`src/rtl/sn7476_pkg.sv`:
```
// Shared definitions for the SN7476 dual JK flip-flop: pin numbers, JK modes
// and the J/K next-state helper.
package sn7476_pkg;

  localparam int PIN_1CLK   = 1;
  localparam int PIN_1PRE_N = 2;
  localparam int PIN_1CLR_N = 3;
  localparam int PIN_1J     = 4;
  localparam int PIN_VCC    = 5;
  localparam int PIN_2CLK   = 6;
  localparam int PIN_2PRE_N = 7;
  localparam int PIN_2CLR_N = 8;
  localparam int PIN_2J     = 9;
  localparam int PIN_2Q_N   = 10;
  localparam int PIN_2Q     = 11;
  localparam int PIN_2K     = 12;
  localparam int PIN_GND    = 13;
  localparam int PIN_1Q_N   = 14;
  localparam int PIN_1Q     = 15;
  localparam int PIN_1K     = 16;

  // Encoded as {J,K}.
  typedef enum logic [1:0] {
    HOLD   = 2'b00,
    RESET  = 2'b01,
    SET    = 2'b10,
    TOGGLE = 2'b11
  } jk_mode_e;

  function automatic logic jk_next(input logic s, input logic j, input logic k);
    jk_mode_e mode;
    logic     nxt;
    mode = jk_mode_e'({j, k});
    case (mode)
      RESET:   nxt = 1'b0;
      SET:     nxt = 1'b1;
      TOGGLE:  nxt = ~s;
      default: nxt = s;
    endcase
    return nxt;
  endfunction

endpackage

```
`src/rtl/sn7476_jk_ms_ff.sv`:
```
// One JK master-slave flip-flop with async-style preset/clear, oversampled on clk.
// SN7476_ONES_CATCH_EN selects the ones-catching master; otherwise negative-edge JK.
module jk_ms_ff
  import sn7476_pkg::*;
(
  input  logic clk,
  input  logic rst,
  input  logic i_clk_pin,
  input  logic i_pre_n,
  input  logic i_clr_n,
  input  logic i_j,
  input  logic i_k,
  output logic o_q,
  output logic o_q_n
);

  logic r_m;
  logic r_s;
  logic r_clk_d;
  logic w_fall;

  assign w_fall = r_clk_d & ~i_clk_pin;

  always_ff @(posedge clk or posedge rst) begin
    if (rst) begin
      r_m     <= 1'b0;
      r_s     <= 1'b0;
      r_clk_d <= 1'b0;
    end else begin
      r_clk_d <= i_clk_pin;
      if (!i_clr_n) begin
        r_m <= 1'b0;
        r_s <= 1'b0;
      end else if (!i_pre_n) begin
        r_m <= 1'b1;
        r_s <= 1'b1;
      end else begin
`ifdef SN7476_ONES_CATCH_EN
        if (i_clk_pin) begin
          // Master latches the first J/K pulse seen while the pin clock is high.
          if (i_j && !r_s)
            r_m <= 1'b1;
          else if (i_k && r_s)
            r_m <= 1'b0;
        end else begin
          r_m <= r_s;
        end
        if (w_fall)
          r_s <= r_m;
`else
        r_m <= r_s;
        if (w_fall)
          r_s <= jk_next(r_s, i_j, i_k);
`endif
      end
    end
  end

  // Preset/clear override the outputs without waiting for clk; both low drives both high.
  always_comb begin
    o_q   = r_s;
    o_q_n = ~r_s;
    if (!i_pre_n && !i_clr_n) begin
      o_q   = 1'b1;
      o_q_n = 1'b1;
    end else if (!i_clr_n) begin
      o_q   = 1'b0;
      o_q_n = 1'b1;
    end else if (!i_pre_n) begin
      o_q   = 1'b1;
      o_q_n = 1'b0;
    end
  end

endmodule

```
`src/rtl/sn7476.sv`:
```
// SN7476 dual JK master-slave flip-flop: pin mapping onto two jk_ms_ff instances.
// Optional build macro: SN7476_ONES_CATCH_EN (ones-catching master).
module sn7476
  import sn7476_pkg::*;
(
  input  logic clk,
  input  logic rst,
  input  logic p1,
  input  logic p2,
  input  logic p3,
  input  logic p4,
  input  logic p5,
  input  logic p6,
  input  logic p7,
  input  logic p8,
  input  logic p9,
  output logic p10,
  output logic p11,
  input  logic p12,
  input  logic p13,
  output logic p14,
  output logic p15,
  input  logic p16
);

  logic [16:1] w_pin;
  logic        w_unused;

  assign w_pin[PIN_1CLK]   = p1;
  assign w_pin[PIN_1PRE_N] = p2;
  assign w_pin[PIN_1CLR_N] = p3;
  assign w_pin[PIN_1J]     = p4;
  assign w_pin[PIN_VCC]    = p5;
  assign w_pin[PIN_2CLK]   = p6;
  assign w_pin[PIN_2PRE_N] = p7;
  assign w_pin[PIN_2CLR_N] = p8;
  assign w_pin[PIN_2J]     = p9;
  assign w_pin[PIN_2K]     = p12;
  assign w_pin[PIN_GND]    = p13;
  assign w_pin[PIN_1K]     = p16;

  // Supply pins carry no logic.
  assign w_unused = w_pin[PIN_VCC] ^ w_pin[PIN_GND];

  jk_ms_ff u_ff1 (
    .clk       (clk),
    .rst       (rst),
    .i_clk_pin (w_pin[PIN_1CLK]),
    .i_pre_n   (w_pin[PIN_1PRE_N]),
    .i_clr_n   (w_pin[PIN_1CLR_N]),
    .i_j       (w_pin[PIN_1J]),
    .i_k       (w_pin[PIN_1K]),
    .o_q       (w_pin[PIN_1Q]),
    .o_q_n     (w_pin[PIN_1Q_N])
  );

  jk_ms_ff u_ff2 (
    .clk       (clk),
    .rst       (rst),
    .i_clk_pin (w_pin[PIN_2CLK]),
    .i_pre_n   (w_pin[PIN_2PRE_N]),
    .i_clr_n   (w_pin[PIN_2CLR_N]),
    .i_j       (w_pin[PIN_2J]),
    .i_k       (w_pin[PIN_2K]),
    .o_q       (w_pin[PIN_2Q]),
    .o_q_n     (w_pin[PIN_2Q_N])
  );

  assign p15 = w_pin[PIN_1Q];
  assign p14 = w_pin[PIN_1Q_N];
  assign p11 = w_pin[PIN_2Q];
  assign p10 = w_pin[PIN_2Q_N];

endmodule

```
`config.mk`:
```
export PLATFORM = sky130hd
export DESIGN_NAME = sn7476
export DESIGN_NICKNAME = d
export VERILOG_FILES = /design/src/rtl/sn7476_pkg.sv /design/src/rtl/sn7476_jk_ms_ff.sv /design/src/rtl/sn7476.sv
export SDC_FILE = /design/constraint.sdc
export NUM_CORES = 1
export LEC_CHECK = 0
export CORE_AREA = 5 5 42 44
export DETAILED_ROUTE_END_ITERATION = 12
export DIE_AREA = 0 0 47 49
export HOLD_SLACK_MARGIN = 0.06
export PLACE_DENSITY = 0.56
export SLEW_MARGIN = 20
export SYNTH_ARGS = -nofsm -noshare
export SYNTH_HDL_FRONTEND = slang
export SYNTH_SLANG_ARGS = --single-unit
```
`constraint.sdc`:
```
create_clock -name clk -period 3.28 [get_ports clk]
set_clock_uncertainty 0.2 [all_clocks]
set_input_delay 0.656 -clock clk [delete_from_list [all_inputs] [get_ports clk]]
set_output_delay 0.656 -clock clk [all_outputs]
set_load 0.005 [all_outputs]
```
==> impl_metrics.toml, run 1 <==
[grt]
use_met2_pct = 8.60
grt_max_degree = 6
use_met3_pct = 2.21
antenna_found_initial = 0
top_usage_layer = "met2"
grt_usage_pct = 5.44
grt_pass1_vias = 274
global_route.usage.met1_pct = 5.33
grt_first_pass_wirelength_um = 890
grt_overflow = 0

[critical_path]
rr_worst_depth = 2
critPathRequiredTime_ns = 2.42
worst_path_dominant_cell_family = "buffers and inverters"
cp_num_buf_inv = 3
worst_setup_path_start_kind = "input port"
slowest_delay_ns = 0.52
cp_slowest_cell = "clkdlybuf4s50_1"
path_cells = "clkdlybuf4s50_1, inv_1, o21ai_0, clkdlybuf4s50_1"
crit_cells = 4
worstSetupPathType = "in -> out"
crit_top_cell = "clkdlybuf4s50_1"
worst_setup_path_end_kind = "primary output"
critPathMaxFanout = 3
crit_arrival_ns = 1.85

[outcome]
outcome = "completed"

[synth]
yosysSeqAreaShare_pct = 32.7
synthCells = 37
yosysUniqueCellTypes = 13
async_flop_share_pct = 100
synth_ff_type = "dfrtp_1"
yosysMostFrequentCell = "inv_1"
syn_nets = 55
synth_top_cells_by_area = "dfrtp_1 33%, ha_1 16%, inv_1 9.8%"
synth_edf_count = 0
synth.largest_area_cell = "dfrtp_1"
synth_seq_cells = 4
synth_area_um2 = 307
yosys_warnings = 0
synth_common_cells = "8 x inv_1, 4 x dfrtp_1, 4 x ha_1, 4 x nand2_1, 4 x o21ai_0"
synth_top_area_share_pct = 32.7
synth.avg_cell_area_um2 = 8.28

[run]
drv_cap = 0

[timing]
max_freq_mhz = 369
min_period_ns = 2.71
rsz0062_at_grt = "no"
slew_headroom_pct = 88.5
final.setup.tns_ns = 0
timing.final.ws_setup_ns = 0.573
worstMarginPinSlew_ns = 0.172
hold_violations = 0
whs_ns = 0.407
fin_crit_sh_pct = 82.5
slew_viol_final = 0
final-setup-viol-count = 0

[floorplanning]
die_x_um = 47
io-pin-count = 18
num_rows = 14
core_mm2 = 0.00140
initial_utilization_pct = 21.9
dieArea_mm2 = 0.00230
die_h_um = 49

[clock_tree]
clk_pin_slew_ns = 0.04
insertion_delay_ns = 0.23
clk_path_buf_depth = 2
cts_root_buf = "clkbuf_4"
cts_sinks = 4
htreeDepth = 1
hold_buffers = 0
cts_setup_buffers = 0
cts_resized = 0
cts_buffers = 3
cts_tree = "built"

[cells_and_area]
final_util_pct = 35.6
final_cell_area_um2 = 499
insertedDiodeCount = 0
multi_input_area_um2 = 173
drive_gt1_share_pct = 7.27
fill_cells = 162
areaGrowthSynthToFinish_pct = 62.9
sequential_cell_area_um2 = 100
nNetsFinal = 75
layout.cells.non_filler = 71

[power]
vdd_drop_max_mv = 0.142
p_leak_nw = 0.233
powerDensity_mw_per_mm2 = 313
finalPower_mw = 0.156

[place]
hpwlAfterDp_um = 512
port_buffers = 15
post_dp_cell_area_um2 = 477
dp.cells = 68
pre_cts_ws_ns = 0.562
gp_congestion = 0.722

[routing]
routed-via-count = 304
route.detailed.drc = 0
wl_per_cell_um = 8.30
final_antenna_net_count = 0
first_iter_violations = 2
via_per_inst = 4.28
routed_wl_um = 589
first_pass_iters = 2

[worst_hold_path]
min_path_type = "in -> async"
[final cells by class]
type / instances / share of cell area, %
Multi-Input combinational cell: 24 / 34.6
Timing Repair Buffer: 15 / 30.1
Sequential cell: 4 / 20.1
Inverter: 9 / 6.77
Clock buffer: 3 / 4.51
Tap cell: 16 / 4.01
[per-layer routing]
layer	vias up	wire, µm
li1	158	-
met1	135	208
met2	11	294
met3	0	86
met4	0	0
met5	-	0
[cell usage in the layout, fill, tap and decap left out]
cell	count
clkdlybuf4s50_1	15
inv_1	8
o21ai_0	4
nand2_1	4
ha_1	4
dfrtp_1	4
clkbuf_4	3
nor2b_1	2
o31a_1	2
nor3b_1	2
o21ai_1	2
a31oi_1	2
nand2b_4	1
clkinv_1	1
nand2b_1	1
[cells by family (layout without fill, tap and decap cells)]
group,Yosys count,after routing,synth area share (%)
buffers and inverters,9,27,11.0
AOI/OAI and AO/OA,10,10,19.6
and+or+nand+nor,10,10,20.4
adders and majority gates,4,4,16.3
DFF,4,4,32.7
[state kept, by name, indices dropped and copies added (netlist names)]
| signal | count |
|---|---|
| u_ff1.r_clk_d | 1 |
| u_ff1.r_s | 1 |
| u_ff2.r_clk_d | 1 |
| u_ff2.r_s | 1 |
[final timing paths]
kind / start / end / slack, ns
setup / recovery: p7 / p10 / 0.57
hold / removal: rst / u_ff2.r_clk_d / 0.41
setup reg to reg: u_ff1.r_s / u_ff1.r_s / 2.13
hold reg to reg: u_ff1.r_s / u_ff1.r_s / 0.41
max in group asynchronous: rst / u_ff1.r_clk_d / 2.33
min in group clk: u_ff1.r_s / u_ff1.r_s / 0.41
[power by group]
part / switching [mW] / internal, mW / total [mW]
logic: 0.0136 / 0.0264 / 0.0400
clock network: 0.0194 / 0.0409 / 0.0603
registers: 0.00317 / 0.0529 / 0.0561
total: 0.0362 / 0.120 / 0.156
No activity file was read; power rests on OpenSTA's default activity.
==> inputs of run 2 (changes only) <==
Clock period 3.28 ns to 2.6 ns, I/O delays scaled along.
==> run 2 against run 1 <==
Against the previous run:
- critical path depth stayed put
- sequential power is 26% higher
- non-clock buffer count stayed put
- sequential share of layout area stayed put
- final area stayed put
- setup slack worse by 0.41 ns
- utilization stayed put
- via count stayed put
- clock power is 26% higher
- clock-buffer cell count stayed put
- register-to-register slack worse by 0.68 ns
- first-iteration DRC count stayed put
- largest power group unchanged
==> impl_metrics.toml, run 2 (synthesized netlist as in run 1, its figures left out) <==
[outcome]
outcome = "completed"

[clock_tree]
cts_setup_buffers = 0
clk_pin_slew_ns = 0.04
cts_tree = "built"
cts_buffers = 3
htreeDepth = 1
insertion_delay_ns = 0.23
cts_root_buf = "clkbuf_4"
cts_sinks = 4
cts_resized = 0
hold_buffers = 0
clk_path_buf_depth = 2

[power]
p_leak_nw = 0.233
powerDensity_mw_per_mm2 = 395
finalPower_mw = 0.197
vdd_drop_max_mv = 0.179

[timing]
fin_crit_sh_pct = 93.8
final-setup-viol-count = 0
final.setup.tns_ns = 0
min_period_ns = 2.44
worstMarginPinSlew_ns = 0.172
rsz0062_at_grt = "no"
slew_viol_final = 0
hold_violations = 0
max_freq_mhz = 410
slew_headroom_pct = 88.5

[critical_path]
worstReg2RegEnd = "u_ff1.r_s"
worstSetupPathType = "in -> out"
cp_num_buf_inv = 3
worst_setup_path_end_kind = "primary output"
critPathMaxFanout = 3
worst_setup_path_start_kind = "input port"
r2r_start = "u_ff1.r_s"
worst_path_dominant_cell_family = "buffers and inverters"
crit_top_cell = "clkdlybuf4s50_1"
cp_slowest_cell = "clkdlybuf4s50_1"
rr_worst_depth = 2
slowest_delay_ns = 0.52
critPathRequiredTime_ns = 1.88
path_cells = "clkdlybuf4s50_1, inv_1, o21ai_0, clkdlybuf4s50_1"
crit_cells = 4
crit_arrival_ns = 1.72
r2r_slack_ns = 1.45

[routing]
first_iter_violations = 2
routed-via-count = 304
wl_per_cell_um = 8.37
final_antenna_net_count = 0
via_per_inst = 4.28
first_pass_iters = 2
routed_wl_um = 594
route.detailed.drc = 0

[floorplanning]
dieArea_mm2 = 0.00230
die_h_um = 49
core_mm2 = 0.00140
initial_utilization_pct = 21.9
die_x_um = 47
io-pin-count = 18
num_rows = 14

[cells_and_area]
layout_commonest_cell = "clkdlybuf4s50_1"
most-common-layout-cells = "15 x clkdlybuf4s50_1, 8 x inv_1"
drive_gt1_share_pct = 7.27
insertedDiodeCount = 0
nNetsFinal = 75
areaGrowthSynthToFinish_pct = 62.9
fill_cells = 161

[grt]
grt_max_degree = 6
grt_pass1_vias = 274
antenna_found_initial = 0
grt_first_pass_wirelength_um = 890
grt_overflow = 0
grt_usage_pct = 5.44

[worst_hold_path]
min_path_type = "in -> async"

[place]
hpwlAfterDp_um = 513
port_buffers = 15
gp_congestion = 0.721

[run]
drv_cap = 0
-- run 2: worst reg2reg max path, cell delays in order (launching register included) --
cell and delay (ns):
dfrtp_1 0.40, o31a_1 0.30, a31oi_1 0.16
-- run 2: stage by stage --
stage	utilization, %	cell area [µm²]	hold WS, ns	std cells	setup WS [ns]
final	35.6	499	0.272	71	0.162
after global routing	35.6	499	0.307	71	0.0954
after CTS	35.6	499	0.271	71	0.151
after detailed placement	34.0	477	0.406	68	0.152
after global placement	34.0	477	0.408	68	0.145
after floorplan	-	307	0.0861	37	1.11
-- run 2: cell type report --
type | instances | area, µm² | share of cell area, %
multi-input cells | 24 | 173 | 34.6
repair buffers | 15 | 150 | 30.1
flip-flops and latches | 4 | 100 | 20.1
inverters | 9 | 33.8 | 6.77
clock buffers | 3 | 22.5 | 4.51
well taps | 16 | 20.0 | 4.01
-- run 2: worst max-delay path by stage --
stage | from | to | slack [ns]
final | p7 | p10 | 0.16
after CTS | p7 | p10 | 0.15
after floorplan | p16 | u_ff1.r_s | 1.11
after global placement | p7 | p10 | 0.15
after global routing | p2 | p14 | 0.1
after detailed placement | p7 | p10 | 0.15
-- run 2: power by group --
part | leakage, nW | internal [mW] | switching (mW)
logic | 0.171 | 0.0333 | 0.0172
registers | 0.0481 | 0.0667 | 0.00401
clock network | 0.0138 | 0.0516 | 0.0246
total | 0.233 | 0.152 | 0.0458
-- run 2: routing by layer --
layer	track usage, %	share of wire, %
met2	8.60	50
met1	5.33	36
met3	2.21	14
met4	4.15	0
met5	0	0
